==> src/rtl/hex_display_scan_ctrl_pkg.sv <==
// Shared definitions for the 7-segment scan controller: the active-low segment
// encoding, the blank pattern and the controller state type.
package seg7_pkg;

  localparam logic [6:0] SEG_BLANK = 7'h7F;

  typedef enum logic {
    BLANK,
    SCAN
  } scan_state_t;

  // Segment order gfedcba (bit 6 = g), active low, common-anode digits.
  function automatic logic [6:0] hex2seg(input logic [3:0] nib);
    logic [6:0] seg;
    case (nib)
      4'h0: seg = 7'h40;
      4'h1: seg = 7'h79;
      4'h2: seg = 7'h24;
      4'h3: seg = 7'h30;
      4'h4: seg = 7'h19;
      4'h5: seg = 7'h12;
      4'h6: seg = 7'h02;
      4'h7: seg = 7'h78;
      4'h8: seg = 7'h00;
      4'h9: seg = 7'h10;
      4'hA: seg = 7'h08;
      4'hB: seg = 7'h03;
      4'hC: seg = 7'h46;
      4'hD: seg = 7'h21;
      4'hE: seg = 7'h06;
      default: seg = 7'h0E;
    endcase
    return seg;
  endfunction

endpackage

==> src/rtl/hex_display_scan_ctrl_if.sv <==
// Valid/ready write channel carrying one packed nibble per display digit.
interface hex_display_scan_ctrl_if #(
  parameter int NUM_DIGITS = 4
);
  localparam int DATA_W = 4 * NUM_DIGITS;

  logic              in_valid;
  logic              in_ready;
  logic [DATA_W-1:0] in_data;

  modport master (output in_valid, output in_data, input in_ready);
  modport slave  (input in_valid, input in_data, output in_ready);

endinterface

==> src/rtl/hex_display_scan_ctrl_hex7seg_digit.sv <==
// Single-nibble hex to 7-segment decoder with a blank override; one instance is
// time-shared across all scanned digits.
module hex7seg_digit
  import seg7_pkg::*;
(
  input  logic [3:0] nibble,
  input  logic       blank,
  output logic [6:0] seg_n
);

  assign seg_n = blank ? SEG_BLANK : hex2seg(nibble);

endmodule

==> src/rtl/hex_display_scan_ctrl.sv <==
// Time-multiplexed scan controller for common-anode 7-segment digits. New data is
// double-buffered and committed only at frame boundaries so the display never tears.
module hex_display_scan_ctrl
  import seg7_pkg::*;
#(
  parameter int NUM_DIGITS  = 4,
  parameter int REFRESH_DIV = 50000
) (
  input  logic                    clk,
  input  logic                    rst_n,
  hex_display_scan_ctrl_if.slave  in_if,
  input  logic                    disp_en,
  input  logic                    blank_lz,
  output logic [NUM_DIGITS-1:0]   an_n,
  output logic [6:0]              seg_n
);

  localparam int DATA_W = 4 * NUM_DIGITS;
  localparam int CNT_W  = $clog2(REFRESH_DIV);
  localparam int DIG_W  = $clog2(NUM_DIGITS);

  localparam logic [CNT_W-1:0] TICK_LAST = CNT_W'(REFRESH_DIV - 1);
  localparam logic [DIG_W-1:0] DIG_LAST  = DIG_W'(NUM_DIGITS - 1);

  scan_state_t           state_q,    state_d;
  logic                  pending_q,  pending_d;
  logic [DATA_W-1:0]     pend_buf_q, pend_buf_d;
  logic [DATA_W-1:0]     shadow_q,   shadow_d;
  logic [CNT_W-1:0]      tick_q,     tick_d;
  logic [DIG_W-1:0]      digit_q,    digit_d;
  logic [NUM_DIGITS-1:0] an_n_q,     an_n_d;
  logic [6:0]            seg_n_q,    seg_n_d;

  logic                  accept;
  logic [3:0]            cur_nibble;
  logic                  upper_zero;
  logic                  lz_blank;
  logic [6:0]            dec_seg;
  logic [NUM_DIGITS-1:0] an_lit;

  assign in_if.in_ready = !pending_q;
  assign accept         = in_if.in_valid && !pending_q;

  assign cur_nibble = shadow_q[{digit_q, 2'b00} +: 4];
  assign an_lit     = ~(NUM_DIGITS'(1) << digit_q);

  // A digit is a leading zero when it and every more-significant nibble are zero.
  always_comb begin
    upper_zero = 1'b1;
    for (int i = 0; i < NUM_DIGITS; i++) begin
      if (i >= int'(digit_q) && shadow_q[4*i +: 4] != 4'h0) upper_zero = 1'b0;
    end
  end

  assign lz_blank = blank_lz && (digit_q != '0) && upper_zero;

  hex7seg_digit u_dec (
    .nibble (cur_nibble),
    .blank  (lz_blank),
    .seg_n  (dec_seg)
  );

  always_comb begin
    // NOTE: every _d gets its hold value first, so no branch can leave one unassigned and infer a latch.
    state_d    = state_q;
    pending_d  = pending_q;
    pend_buf_d = pend_buf_q;
    shadow_d   = shadow_q;
    tick_d     = tick_q;
    digit_d    = digit_q;
    an_n_d     = '1;
    seg_n_d    = SEG_BLANK;

    if (accept) begin
      pend_buf_d = in_if.in_data;
      pending_d  = 1'b1;
    end

    // Accept needs pending_q=0 and every commit needs pending_q=1, so they never collide.
    case (state_q)
      BLANK: begin
        if (pending_q) begin
          shadow_d  = pend_buf_q;
          pending_d = 1'b0;
          tick_d    = '0;
          digit_d   = '0;
          state_d   = SCAN;
        end
      end
      SCAN: begin
        if (tick_q == TICK_LAST) begin
          tick_d = '0;
          if (digit_q == DIG_LAST) begin
            digit_d = '0;
            if (pending_q) begin
              shadow_d  = pend_buf_q;
              pending_d = 1'b0;
            end
          end else begin
            digit_d = digit_q + DIG_W'(1);
          end
        end else begin
          tick_d = tick_q + CNT_W'(1);
        end
      end
      default: state_d = BLANK;
    endcase

    if (state_q == SCAN && disp_en) begin
      an_n_d  = an_lit;
      seg_n_d = dec_seg;
    end
  end

  always_ff @(posedge clk) begin
    // NOTE: state updates use non-blocking assignments so every flop samples pre-edge values.
    if (!rst_n) begin
      state_q    <= BLANK;
      pending_q  <= 1'b0;
      pend_buf_q <= '0;
      shadow_q   <= '0;
      tick_q     <= '0;
      digit_q    <= '0;
      an_n_q     <= '1;
      seg_n_q    <= SEG_BLANK;
    end else begin
      state_q    <= state_d;
      pending_q  <= pending_d;
      pend_buf_q <= pend_buf_d;
      shadow_q   <= shadow_d;
      tick_q     <= tick_d;
      digit_q    <= digit_d;
      an_n_q     <= an_n_d;
      seg_n_q    <= seg_n_d;
    end
  end

  assign an_n  = an_n_q;
  assign seg_n = seg_n_q;

endmodule
==> src/flat_wrapper.sv <==
// flat-port wrapper written by rule: the top's interface ports become plain ports
module hex_display_scan_ctrl_flat import seg7_pkg::*;
#(
  parameter int NUM_DIGITS  = 4,
  parameter int REFRESH_DIV = 50000
)
  (clk, rst_n, disp_en, blank_lz, an_n, seg_n, in_if_in_valid, in_if_in_data, in_if_in_ready);
  hex_display_scan_ctrl_if #(.NUM_DIGITS(NUM_DIGITS)) in_if_i ();
  input  logic clk;
  input  logic rst_n;
  input  logic disp_en;
  input  logic blank_lz;
  output logic [NUM_DIGITS-1:0] an_n;
  output logic [6:0] seg_n;
  input wire logic [$bits(in_if_i.in_valid)-1:0] in_if_in_valid;
  input wire logic [$bits(in_if_i.in_data)-1:0] in_if_in_data;
  output wire logic [$bits(in_if_i.in_ready)-1:0] in_if_in_ready;
  assign in_if_i.in_valid = in_if_in_valid;
  assign in_if_i.in_data = in_if_in_data;
  assign in_if_in_ready = in_if_i.in_ready;
  hex_display_scan_ctrl #(.NUM_DIGITS(NUM_DIGITS), .REFRESH_DIV(REFRESH_DIV)) u_core (.clk(clk), .rst_n(rst_n), .in_if(in_if_i), .disp_en(disp_en), .blank_lz(blank_lz), .an_n(an_n), .seg_n(seg_n));
endmodule
==> config.mk <==
export PLATFORM = sky130hd
export DESIGN_NAME = hex_display_scan_ctrl_flat
export DESIGN_NICKNAME = d
export VERILOG_FILES = /design/src/rtl/hex_display_scan_ctrl_pkg.sv /design/src/rtl/hex_display_scan_ctrl_if.sv /design/src/rtl/hex_display_scan_ctrl_hex7seg_digit.sv /design/src/rtl/hex_display_scan_ctrl.sv /design/src/flat_wrapper.sv
export SDC_FILE = /design/constraint.sdc
export NUM_CORES = 1
export LEC_CHECK = 0
export CORE_MARGIN = 2
export CORE_UTILIZATION = 50
export DETAILED_ROUTE_END_ITERATION = 16
export PLACE_DENSITY = 0.77
export RECOVER_POWER = 100
export SKIP_CTS_REPAIR_TIMING = 1
export SYNTH_ARGS = -nofsm -noshare
export SYNTH_HDL_FRONTEND = slang
export SYNTH_SLANG_ARGS = --single-unit
==> constraint.sdc <==
create_clock -name clk -period 2.3 [get_ports clk]
set_clock_uncertainty 0.15 [all_clocks]
set_input_delay 0.345 -clock clk [delete_from_list [all_inputs] [get_ports clk]]
set_output_delay 0.345 -clock clk [all_outputs]
set_load 0.01 [all_outputs]
# Yosys cells after proc, flatten, opt, wreduce, memory -nomap -nowiden
# Memories as Yosys holds them, arrays and structs flattened. A register that Yosys moved wholly into a read port is not among the register bits.
# Cells that the tools add are included.
[word_totals]
register_bits = 56
romBits = 112
in_bits = 21
out_inout_bits = 12
elab_cells = 63
n_memories = 1
[memory_table]
columns = ["name", "words", "width", "rd", "rd_clocked_by_memory_dff", "wr", "line_no", "text"]
rows = [
  ["(name not given)", 16, 7, 1, 1, 0, "hex_display_scan_ctrl_pkg.sv:15", "case (nib)"],
]
[classes]
addsub = 2
n_lt_le_gt_ge = 3
n_eq_ne = 5
shift = 2
muxes = 22
bitwise_logic = 4
n_reduce_logical = 17
[ops]
columns = ["cell", "n"]
rows = [
  ["16-bit two-way mux", 5],
  ["16-bit one-hot mux with 2 select lines", 2],
  ["16-bit by 1-bit adder with 16-bit output, second input constant", 1],
  ["16-bit == test, second input constant", 1],
  ["4-bit nonzero test", 4],
  ["16-bit by 5-bit variable part select with 4-bit output", 1],
  ["1-bit two-way mux", 10],
  ["1-bit logical AND", 7],
  ["2-bit two-way mux", 3],
  ["2-bit AND reduction", 3],
  ["1-bit by 2-bit >= comparator with 1-bit output, first input constant", 2],
  ["2-bit inequality test, second input constant", 2],
  ["4-bit inverter", 1],
  ["2-bit one-hot mux with 2 select lines", 1],
  ["1-bit by 2-bit left shift with 4-bit output, first input constant", 1],
  ["1-bit inverter", 3],
  ["3-bit OR reduction", 1],
  ["2-bit by 1-bit adder with 2-bit output, second input constant", 1],
  ["2-bit == test, second input constant", 1],
  ["2-bit >= comparator, first input constant", 1],
  ["2-bit by 1-bit inequality test with 1-bit output, second input constant", 1],
  ["1-bit one-hot mux with 2 select lines", 1],
  ["2-bit nonzero test", 1],
  ["1-bit zero test", 1],
]

# Depth between registers and ports, before layout
# Gate-level depths: netlist of the first run.
[logic_depth]
word_depth = 8
ltp_mapped = 8
depth_no_buf = 7

# By module
# From an unflattened synthesis of the first run, not the netlist that was laid out.
[unflattened]
cells_unflattened = 343
hier_area_um2 = 3016.6
[modules_own_cells]
columns = ["module", "n_inst", "cells_each", "area_per_inst_um2"]
rows = [
  ["hex_display_scan_ctrl", 1, 308, 2717.6],
  ["hex7seg_digit", 1, 35, 299.0],
]

# Worst setup path after synthesis of the first run
# OpenSTA, ideal clock, no wires.
[synth_path]
path_type = "flip-flop to flip-flop"
start = "reg u_core.digit_q[0]"
end = "reg u_core.seg_n_q[0], in the netlist u_core.seg_n[0]"
t_arrival_ns = 1.893
required_time_ns = 2.023
path_slack_ns = 0.130
path_stages_with_launch = 7
path_buffers = 1
period_less_slack_ns = 2.170
path_cell_list = "dfxtp_1 > buf_6 > mux4_2 > ha_1 > or3_1 > a21oi_1 > o31ai_1"
[synth_between]
elab_chain_cells = 8
[synth_rtl]
columns = ["item", "line_no", "text"]
rows = [
  ["start: declaration", "hex_display_scan_ctrl.sv:30", "logic [DIG_W-1:0] digit_q, digit_d;"],
  ["start signal: assignment", "hex_display_scan_ctrl.sv:132", "digit_q <= digit_d;"],
  ["1-bit by 2-bit >= comparator with 1-bit output", "hex_display_scan_ctrl.sv:51", "if (i >= int'(digit_q) && shadow_q[4*i +: 4] != 4'h0) upper_zero = 1'b0;"],
  ["1-bit logical AND", "hex_display_scan_ctrl.sv:51", ""],
  ["1-bit two-way mux (4 in a row)", "hex_display_scan_ctrl.sv:51", ""],
  ["1-bit logical AND", "hex_display_scan_ctrl.sv:55", "assign lz_blank = blank_lz && (digit_q != '0) && upper_zero;"],
  ["3-bit OR reduction (no line)", "n/a", ""],
  ["end: declaration", "hex_display_scan_ctrl.sv:32", "logic [6:0] seg_n_q, seg_n_d;"],
]
# Several ways; a longest one is shown, not always the timed one.
# A chain may end at the register's enable or synchronous reset.

# Worst setup path in the final report of the first run
# Same ends and word-level chain as after synthesis.

==> summary.txt, run 1 <==
Final ANT Viol Nets: 0
Hold/Removal Path Class: reg -> reg
status: completed
Final Cycle Share: 95.2%
# IOs: 33
reg2reg path depth: 5
Via Count: 2515
fillers: 531
r2r setup slk: 0.11 ns
area of the mapped netlist: 3150 µm²
final cell count without fillers: 462
GRT Resource Usage Total: 18.9%
GPL Wtd Cong: 0.837
internal power: 1600 µW
cells after synthesis: 352
Sw Pwr: 575 µW
Max-slew headroom: 62.1%
Via density: 5.44
Initial Utilization: 52.6%
drt pass-1 iters: 5
final non-filler cell area: 3650 µm²
first-pass GRT wire length: 10800 µm
Min-Delay Path Depth: 2
clk slew on worst S/H paths: 0.07 ns
worst r2r src: u_core.digit_q[0]
CP max FO: 5
Crit Path Class: reg -> reg
number of I/O port buffers: 32
post-detail-place hpwl: 4430 µm
total CTS buffers: 9
max cap viols: 0
post-synthesis cell type count: 47
num rows: 28
most used flip-flop cell after synthesis: dfxtp_1
number of flops mapped to enable cells by yosys: 0
Antenna diodes: 0
DP Cell Count: 447
Sw Share: 26.4%
most used standard cell by instance count after synthesis: nand2_1
Data required, critical path: 2.37 ns
WP data arrival: 2.25 ns
CORE AREA: 5990 µm²
DRC: 0
Startpoint Class: register
Fin. Hold Viols: 0
root buf cell: clkbuf_8
final period demand of the worst path: 2.19 ns
Yosys top cell area share: 40.0%
Synth-to-Final Area Change: 16.0%
vias in the first global route: 2343
Worst Tran Pin Value: 0.566 ns
Post-synth ARST share: 0%
PD cells: 596 nW/µm²
layout cell share with drive strength beyond 1: 8.79%
WL final: 6180 µm
Yosys warning count: 0
clock latency on the worst-skew pair: 0.34 ns
Worst Hold Margin: 0.309 ns
top cells by area, synth: dfxtp_1 (40%), nand2_1 (10%), mux2i_1 (7.6%)
Synth Area per Inst: 8.95 µm²
GRT Residual Overflow: 0
Iter 0 DRT Violations: 128
Avg WL per Cell: 13.4 µm
Comb pwr share: 9.9%
top cells by count, synth: nand2_1 (87), dfxtp_1 (63), mux2i_1 (24), a21boi_0 (17)
initial antenna violation count: 0
CTS max path bufs: 2
Register Area: 1260 µm²
syn_nets: 385
Setup crit start: u_core.digit_q[0]
Cell Area, Placed: 3520 µm²
die width: 83.4 µm
Setup crit end kind: register
Die Y: 83.4 µm
CTS tree: built
Die Area: 6950 µm²
H-tree Lvls: 3
setup TNS: 0 ns
Max Freq: 457 MHz
RSZ-0062 raised after global routing: no
Seq pwr share: 52.7%
Clk pwr share: 37.4%
Max VDD drop: 475 µV
fin nets: 416
P_leak: 0.00126 µW
hold worst-path end: u_core.pend_buf_q[15]
Hold Crit Start: u_core.pend_buf_q[15]
Multi-input gate area: 1710 µm²
Slew Viols, Final: 0
clk sink count: 63
synthesized flop and latch total: 63
register area share after synthesis: 40.0%
cell taking the most area after synthesis: dfxtp_1
largest net degree at the start of global routing: 57
endpoints failing setup: 0
capturing point of the worst reg2reg path: u_core.seg_n[0]
==> state kept, by name, indices dropped and copies added, names as in the netlist <==
register / cells
u_core.an_n: 4
u_core.digit_q: 2
u_core.pend_buf_q: 16
u_core.pending_q: 1
u_core.seg_n: 7
u_core.shadow_q: 16
u_core.state_q: 1
u_core.tick_q: 16
==> per-layer routing <==
layer	up-vias	GRT usage [%]	share of wire [%]
met4	0	7.75	1.9
met1	1142	24.3	48
li1	1303	-	-
met2	60	29.7	46
met5	-	0	0
met3	10	5.37	5.0
==> stage by stage <==
step                      power [µW]  utilization [%]  setup WS (ns)
final                           2180             61.0          0.110
after global routing            2270             61.0         0.0166
after CTS                       2210             61.4          0.106
after global placement          1390             58.7          0.216
after floorplan                 1320                -          0.130
after detailed placement        1400             58.7          0.127
==> power by group through the flow <==
stage / sequential, µW / clock [µW] / combinational, µW
finish: 1150 / 814 / 217
global placement: 1170 / 0 / 219
floorplan: 1170 / 0 / 152
CTS: 1150 / 835 / 224
detailed placement: 1170 / 0 / 223
global route: 1150 / 879 / 244
==> worst max-delay path, stage by stage, from the launching register on <==
cell and delay, ns:
dfxtp_1 0.39, mux4_2 0.58, ha_1 0.27, or3_1 0.40
a21oi_1 0.18, o31ai_1 0.09
==> worst max path at each step <==
stage                     depth (start not counted)            endpoint
after floorplan                                   6     u_core.seg_n[0]
after global placement                            5     u_core.seg_n[0]
after detailed placement                          5     u_core.seg_n[0]
after CTS                                         5     u_core.seg_n[0]
after global routing                              5  u_core.shadow_q[3]
final                                             5     u_core.seg_n[0]
==> layout by cell type, fill, tap and decap left out, types with 6 or more instances in the layout <==
master / synthesis / routed
a21boi_0: 17 / 17
a21oi_1: 8 / 8
a31oi_1: 13 / 13
clkbuf_8: 0 / 9
clkdlybuf4s50_1: 0 / 19
dfxtp_1: 63 / 63
dlygate4sd3_1: 0 / 13
ha_1: 12 / 12
inv_1: 13 / 13
mux2i_1: 24 / 24
nand2_1: 87 / 87
nand3_1: 10 / 10
nand3b_1: 6 / 6
nand4_1: 6 / 6
nor2_1: 12 / 12
o21ai_0: 7 / 7
==> area by class of cell <==
class / instances / share of cell area (%)
clock inverter: 6 / 1.06
clock buffer: 9 / 3.39
sequential: 63 / 34.5
tap: 75 / 2.57
timing repair buffer: 38 / 10.2
multi-input combinational: 258 / 46.9
inverter: 13 / 1.34
==> cell families (layout without fill, tap and decap cells) <==
logic type               Yosys count  after routing  share of synthesized area [%]
AND/OR/NAND/NOR                  148            148                           22.9
buffers and inverters             31             66                           4.88
AO/OA/AOI/OAI                     64             64                           14.8
adder cells (fa/ha/maj)           12             12                           4.77
multiplexers                      32             32                           12.0
flip-flops                        63             63                           40.0
XOR/XNOR                           2              2                          0.556
Note: power is estimated with default switching activity, not from simulation.
==> inputs of run 2 (changes only) <==
clock period = 1.9 ns   (was 2.3 ns; I/O delays follow)
==> summary.txt, run 2 (synthesis gave the netlist of run 1 again) <==
Final ANT Viol Nets: 0
final core occ: 67.7%
failing checks: negative setup slack
GRT Resource Usage Total: 19.8%
Startpoint Class: register
Slew Viols, Final: 0
Via Count: 2712
final non-filler cell area: 4050 µm²
clk slew on worst S/H paths: 0.07 ns
first-pass GRT wire length: 11200 µm
Data required, critical path: 1.98 ns
Setup crit end kind: register
CP max FO: 5
Die Y: 83.4 µm
Crit Path Class: reg -> reg
root buf cell: clkbuf_8
DP Cell Count: 473
most frequent cells in the layout: nand2_1 (87), dfxtp_1 (60), buf_4 (39), clkdlybuf4s50_1 (32), mux2i_1 (24)
die width: 83.4 µm
drt pass-1 iters: 5
total CTS buffers: 9
CP Cell Sequence: mux4_2, ha_4, or3_1, a21oi_1, o31ai_1
Setup WS pre-CTS: -0.0885 ns
Multi-input gate area: 1770 µm²
Max-slew headroom: 67.1%
clock latency on the worst-skew pair: 0.35 ns
P_leak: 0.00152 µW
endpoints failing setup: 4
clk sink count: 63
Final WS setup: -0.0852 ns
Worst Hold Margin: 0.313 ns
status: finished, violations left
max cap viols: 0
number of I/O port buffers: 32
Synth-to-Final Area Change: 28.7%
most common cell after layout, fill and taps aside: nand2_1
Largest regs: u_core.pend_buf_q: 16 flops, u_core.shadow_q: 16 flops, u_core.tick_q: 16 flops
Max stage delay on crit path: 0.57 ns
Die Area: 6950 µm²
num rows: 28
Hold/Removal Path Class: reg -> reg
final period demand of the worst path: 1.99 ns
Cell Area, Placed: 3710 µm²
Register Area: 1270 µm²
Worst Tran Pin Value: 0.492 ns
fillers: 471
CTS tree: built
Max VDD drop: 597 µV
fin nets: 450
DRC: 0
Via density: 5.46
Antenna diodes: 0
GRT Residual Overflow: 0
layout cell share with drive strength beyond 1: 19.0%
# IOs: 33
CORE AREA: 5990 µm²
Iter 0 DRT Violations: 118
Final Cycle Share: 104%
H-tree Lvls: 3
WP data arrival: 2.07 ns
initial antenna violation count: 0
vias in the first global route: 2388
PD cells: 776 nW/µm²
Initial Utilization: 52.6%
WL final: 7030 µm
largest net degree at the start of global routing: 29
GPL Wtd Cong: 0.882
Slowest cell on crit path: mux4_2
final cell count without fillers: 497
Avg WL per Cell: 14.2 µm
CTS max path bufs: 2
Max Freq: 504 MHz
post-detail-place hpwl: 4830 µm
Fin. Hold Viols: 0
RSZ-0062 raised after global routing: yes
run 2: cell count changes in the layout (fill, tap and decap cells not counted), moves of 2 or more:
cell,delta
ha_1,-2
bufinv_16,+3
dlygate4sd3_1,-13
ha_4,+2
buf_4,+35
dfxtp_2,+2
clkinv_2,-2
dfxtp_1,-3
clkdlybuf4s50_1,+13
clkinvlp_4,-2
clkinv_4,+2
run 2: path summary, 6_finish.rpt:
path	start	endpoint	slack, ns	cells past startpoint
worst max-delay path	u_core.digit_q[0]	u_core.seg_n[0]	-0.09	5
worst min-delay path	u_core.pend_buf_q[10]	u_core.shadow_q[10]	0.31	2
worst max register to register	u_core.digit_q[0]	u_core.seg_n[0]	-0.09	5
worst min register to register	u_core.pend_buf_q[10]	u_core.shadow_q[10]	0.31	2
run 2: through the flow:
stage / TNS (ns) / total power, µW
6_report: -0.174 / 3150
4_1_cts: -0.298 / 3140
3_3_place_gp: -0.0410 / 1700
3_5_place_dp: -0.133 / 1710
2_1_floorplan: -0.337 / 1600
5_1_grt: -0.608 / 3260
run 2: cell type report:
class	count	share of cell area (%)
Multi-Input combinational cell	258	43.5
Sequential cell	63	31.3
Timing Repair Buffer	72	15.6
Clock buffer	9	3.06
Clock inverter	7	2.99
Tap cell	75	2.31
Inverter	13	1.20
run 2: critical path, delay by kind of cell, from the launching register on:
| family | cells | cell delay [ns] |
|---|---|---|
| simple gates | 1 | 0.35 |
| mux | 1 | 0.57 |
| compound gates | 2 | 0.22 |
| flops | 1 | 0.37 |
| fa+ha+maj | 1 | 0.21 |
run 2: where the power goes:
part / internal, µW / leakage (µW) / total, µW / switching, µW
Clock: 875 / 0.000123 / 1440 / 564
Sequential: 1360 / 0.000514 / 1390 / 29.2
Combinational: 158 / 0.000885 / 318 / 160
Total: 2390 / 0.00152 / 3150 / 753
run 2: layer usage:
layer	part of all wire [%]	up-vias	global-route usage [%]
li1	-	1376	-
met1	48	1247	26.7
met2	46	82	30.1
met3	4.5	7	4.27
met4	1.3	0	9.39
met5	0	-	0
==> patch 1 (config.mk and constraints of run 2) <==
`REFRESH_DIV` is set to 50000 in 2 places; all go to 100000.
--- a/src/rtl/hex_display_scan_ctrl.sv
+++ b/src/rtl/hex_display_scan_ctrl.sv
@@ -5,5 +5,5 @@
 #(
   parameter int NUM_DIGITS  = 4,
-  parameter int REFRESH_DIV = 50000
+  parameter int REFRESH_DIV = 100000
 ) (
   input  logic                    clk,
--- a/src/flat_wrapper.sv
+++ b/src/flat_wrapper.sv
@@ -3,5 +3,5 @@
 #(
   parameter int NUM_DIGITS  = 4,
-  parameter int REFRESH_DIV = 50000
+  parameter int REFRESH_DIV = 100000
 )
   (clk, rst_n, disp_en, blank_lz, an_n, seg_n, in_if_in_valid, in_if_in_data, in_if_in_ready);
Formal check against the unedited RTL: no difference found for any inputs over 10 cycles, from zero or initial values and one cycle with rst_n low; that may be too few to reach the edited logic, so the function may still have changed.
==> patch 1 against run 2 <==
Sequential cell count is 1 higher. Wire length down 3.9%. Area after synthesis is 0.24% lower. Design area decreased by 4.0%. Power shrank 12%. Global-route usage is 0.23 points higher. Via count increased by 1.6%. Largest power group is now sequential cells. Utilization down 2.7 points. Die area down 0.23%. Setup slack improved by 0.11 ns. Synthesized cell count up 0.28%.
==> patch 1: results <==
set metrics [dict create \
    clock_latency_ns 0.35 \
    tightest_slew_ns 0.513 \
    post_dp_cell_area_mm2 0.00363 \
    hold_path.class "reg2reg" \
    met3_usage_pct 5.37 \
    synthTopCellsByCount "nand2_1, dfxtp_1, a21oi_1, mux2i_1, a31oi_1" \
    leakagePower_nw 1.51 \
    track_usage_pct 20.0 \
    grt_max_degree 35 \
    dpl.cell_count 459 \
    wl_per_cell_um 14.0 \
    gp_congestion 0.861 \
    vias 2755 \
    pre_cts_slack_ns -0.00302 \
    hold-worst-slack_ns 0.307 \
    crit_type "reg2reg" \
    grt_pass1_vias 2491 \
    drt_first_iter_violations 187 \
    nets 435 \
    peakVddDrop_v 0.000698 \
    ys_warn_count 0 \
    powerComb_mw 0.288 \
    grt_pass1_wl_mm 11.5 \
    r2r_slack_ns 0.02 \
    synth_area_leaders "dfxtp_1, nand2_1, mux2i_1, ha_1, a21oi_1" \
    cts_buffer_depth 2 \
    r2r-end "u_core.seg_n[3]" \
    yosysUniqueCellTypes 50 \
    hold_start "u_core.pend_buf_q[4]" \
    power_density_mw_per_mm2 708 \
    syn_nets 386 \
    worstPathArrival_ns 1.96 \
    met2_usage_pct 30.9 \
    io_buffer_count 32 \
    reg_top3 "u_core.tick_q: 17 flops, u_core.pend_buf_q: 16 flops, u_core.shadow_q: 16 flops" \
    ys.flop_type "dfxtp_1" \
    r2r-start "u_core.digit_q[0]" \
    min_path_cells 2 \
    wl_mm 6.76 \
    grt_remaining_overflow 0 \
    numCtsBuffers 9 \
    min_to "u_core.shadow_q[4]" \
    regMostFlops "u_core.tick_q" \
    drive_above_1_share_pct 15.7 \
    globalRouteMet1Util_pct 26.6 \
    synthArstFlopShare_pct 0 \
    clk_pin_slew_ns 0.08 \
    yosysSeqAreaShare_pct 40.8 \
    cp_max_fo 5 \
    root_buffer "clkbuf_8" \
    n_antenna_cell 0 \
    dp.final_hpwl_mm 4.86 \
    first_pass_iters 5 \
    postSynthAreaPerCell_um2 8.90 \
    outcome "complete, no violations" \
    p_int_mw 2.00 \
]
-- patch 1: cell count changes in the layout (fill, tap and decap cells not counted), sizes merged, moves of 4 or more --
cell	delta
a21boi	-17
a21oi	+15
buf	-14
clkdlybuf4s50	-11
dlygate4sd3	+11
xor2	+6
nor2	-5
clkbuf	+4
nand3b	-4
-- patch 1: area by class of cell --
cell class	instances	area, um^2
Timing Repair Buffer	62	548
Inverter	10	42.5
Tap cell	75	93.8
Clock inverter	7	56.3
Clock buffer	9	124
Sequential cell	64	1290
Fill cell	506	2100
Multi-Input combinational cell	255	1740
-- patch 1: metal layers --
layer	up-vias	routed length [um]
li1	1359	-
met1	1293	3060
met2	93	3180
met3	10	421
met4	0	102
met5	-	0
-- patch 1: cell families (layout without fill, tap and decap cells) --
family / count (synthesis) / count (layout) / share of synthesized area, %
buf+inv: 34 / 88 / 5.45
simple gates: 144 / 144 / 23.4
xor+xnor: 7 / 7 / 1.95
compound gates: 64 / 64 / 13.1
flops: 64 / 64 / 40.8
mux: 28 / 28 / 10.5
fa+ha+maj: 12 / 12 / 4.78
-- patch 1: how the worst max path moves through the flow --
| stage | slack [ns] | endpoint | cells past startpoint |
|---|---|---|---|
| detailed placement | -0.003 | u_core.seg_n[0] | 5 |
| global placement | 0.06 | u_core.seg_n[3] | 5 |
| finish | 0.02 | u_core.seg_n[3] | 5 |
| floorplan | 0.02 | u_core.seg_n[3] | 6 |
| CTS | -0.02 | u_core.seg_n[0] | 5 |
| global route | -0.02 | u_core.seg_n[3] | 5 |
-- patch 1: worst max-delay path: stages, from the launching register on --
cell	delay, ns
dfxtp_4	0.38
mux4_2	0.63
ha_4	0.23
and2_4	0.14
a211oi_2	0.16
o21ai_1	0.07
==> patch 2 (settings of run 2) <==
Made on the original files. Register the output `seg_n` once more; this adds one clock of latency there. The other outputs are not delayed to match.
--- a/src/rtl/hex_display_scan_ctrl.sv
+++ b/src/rtl/hex_display_scan_ctrl.sv
@@ -22,4 +22,6 @@
   localparam logic [CNT_W-1:0] TICK_LAST = CNT_W'(REFRESH_DIV - 1);
   localparam logic [DIG_W-1:0] DIG_LAST  = DIG_W'(NUM_DIGITS - 1);
+
+  logic [6:0] seg_n_c;
 
   scan_state_t           state_q,    state_d;
@@ -137,5 +139,9 @@
 
   assign an_n  = an_n_q;
-  assign seg_n = seg_n_q;
+  assign seg_n_c = seg_n_q;
+
+  always_ff @(posedge clk) begin
+    seg_n <= seg_n_c;
+  end
 
 endmodule
Check against the original RTL: not equivalent (Yosys sat finds a counterexample within 4 cycles, from zero or initial values and one cycle with rst_n low).
==> patch 2 against run 2 <==
The run still ends with setup timing left. Power shrank 2.2%. Area after synthesis rose by 0.56%. Wire length grew 7.2%. Worst hold slack got worse by 0.14 ns. Clock power decreased by 14%. Maximum frequency shrank 3.4%. Sequential cell count increased by 7. Setup slack got worse by 0.069 ns. Design area is 7.1% higher. Synthesized cell count shrank 4.3%. Utilization is 1.9 points higher. Sequential share of layout area is 1.3 points higher.
==> patch 2: results <==
set metrics [dict create \
    drive_above_1_share_pct 25.7 \
    violations "setup timing" \
    numCtsBuffers 9 \
    hold_path.class "reg2reg" \
    n_antenna_cell 0 \
    grt_pass1_vias 2533 \
    post_dp_cell_area_mm2 0.00387 \
    outcome "complete, but fails checks" \
    drt_first_iter_violations 145 \
    fin_setup_tns_ns -1.63 \
    clk_pin_slew_ns 0.07 \
    crit_slowest_cell "or4_4" \
    peakVddDrop_v 0.000461 \
    nets 453 \
    cp_slowest_stage_delay_ns 0.54 \
    root_buffer "clkbuf_8" \
    synthTopCellsByCount "dfxtp_1, nand2_1, nor2b_1" \
    yosysUniqueCellTypes 46 \
    antenna_found_initial 0 \
    vias 2691 \
    leakagePower_nw 1.74 \
    grt_pass1_wl_mm 11.4 \
    clock_latency_ns 0.35 \
    worstPathArrival_ns 2.15 \
    postSynthAreaPerCell_um2 9.40 \
    cts_buffer_depth 2 \
    yosysSeqAreaShare_pct 44.2 \
    dp.final_hpwl_mm 4.69 \
    regArea_mm2 0.00142 \
    pre_cts_slack_ns -0.108 \
    dpl.cell_count 476 \
    grt_max_degree 42 \
    track_usage_pct 20.0 \
    setup_viol 30 \
    syn_nets 370 \
    net-switching-power_mw 0.710 \
    io_buffer_count 32 \
    post_drt_via_cell_ratio 5.37 \
    fillers 476 \
    first_pass_iters 4 \
    setup_ws_ns -0.154 \
    wl_mm 7.54 \
    slew_headroom_pct 58.9 \
    gp_congestion 0.837 \
    drv_slew 0 \
    crit_family "simple AND/OR/NAND/NOR gates" \
    synth_area_leaders "dfxtp_1, nand2_1, mux2i_1, ha_1, a21boi_0" \
]
## patch 2: cell types whose count changed after synthesis, sizes merged, moves of 5 or more
cell    change
buf         -6
o21ai       +9
dfxtp       +7
a31oi       -8
nor2b      +18
nand3b      -5
nand2      -31
and2        +8
## patch 2: kinds of logic after synthesis
kind of cell	count (synthesis)	share of synthesized area (%)
multiplexers	25	9.52
flip-flops	70	44.2
AO/OA/AOI/OAI	65	14.2
XOR/XNOR	6	1.66
adder cells (fa/ha/maj)	12	4.74
AND/OR/NAND/NOR	134	22.5
buffers and inverters	25	3.20
## patch 2: routing by layer
metal	part of all wire, %	vias to the layer above	GRT usage [%]
li1	-	1351	-
met1	46	1251	24.7
met4	1.7	0	9.38
met5	0	-	0
met3	5.1	14	5.84
met2	47	75	32.2
## patch 2: power by group through the flow
stage                     clock [mW]  sequential [mW]  combinational [mW]
after global placement             0             1.56               0.258
after floorplan                    0             1.56               0.153
after global routing            1.33             1.54               0.328
after CTS                       1.25             1.53               0.266
final                           1.24             1.54               0.298
after detailed placement           0             1.57               0.265
## patch 2: cell type report
type                    instances  area share [%]
multi-input cells             244            43.0
flip-flops and latches         70            32.6
repair buffers                 84            16.4
clock buffers                  12            3.80
well taps                      77            2.22
inverters                      11            1.01
clock inverters                 3           0.980
## patch 2: worst paths after layout
check | from | to | slack, ns | cells after the start
worst max-delay path | u_core.tick_q[4] | u_core.tick_q[4] | -0.15 | 6
worst min register to register | u_core.seg_n_c[0] | u_core.seg_n[0] | 0.18 | 0
worst max register to register | u_core.tick_q[4] | u_core.tick_q[4] | -0.15 | 6
worst min-delay path | u_core.seg_n_c[0] | u_core.seg_n[0] | 0.18 | 0
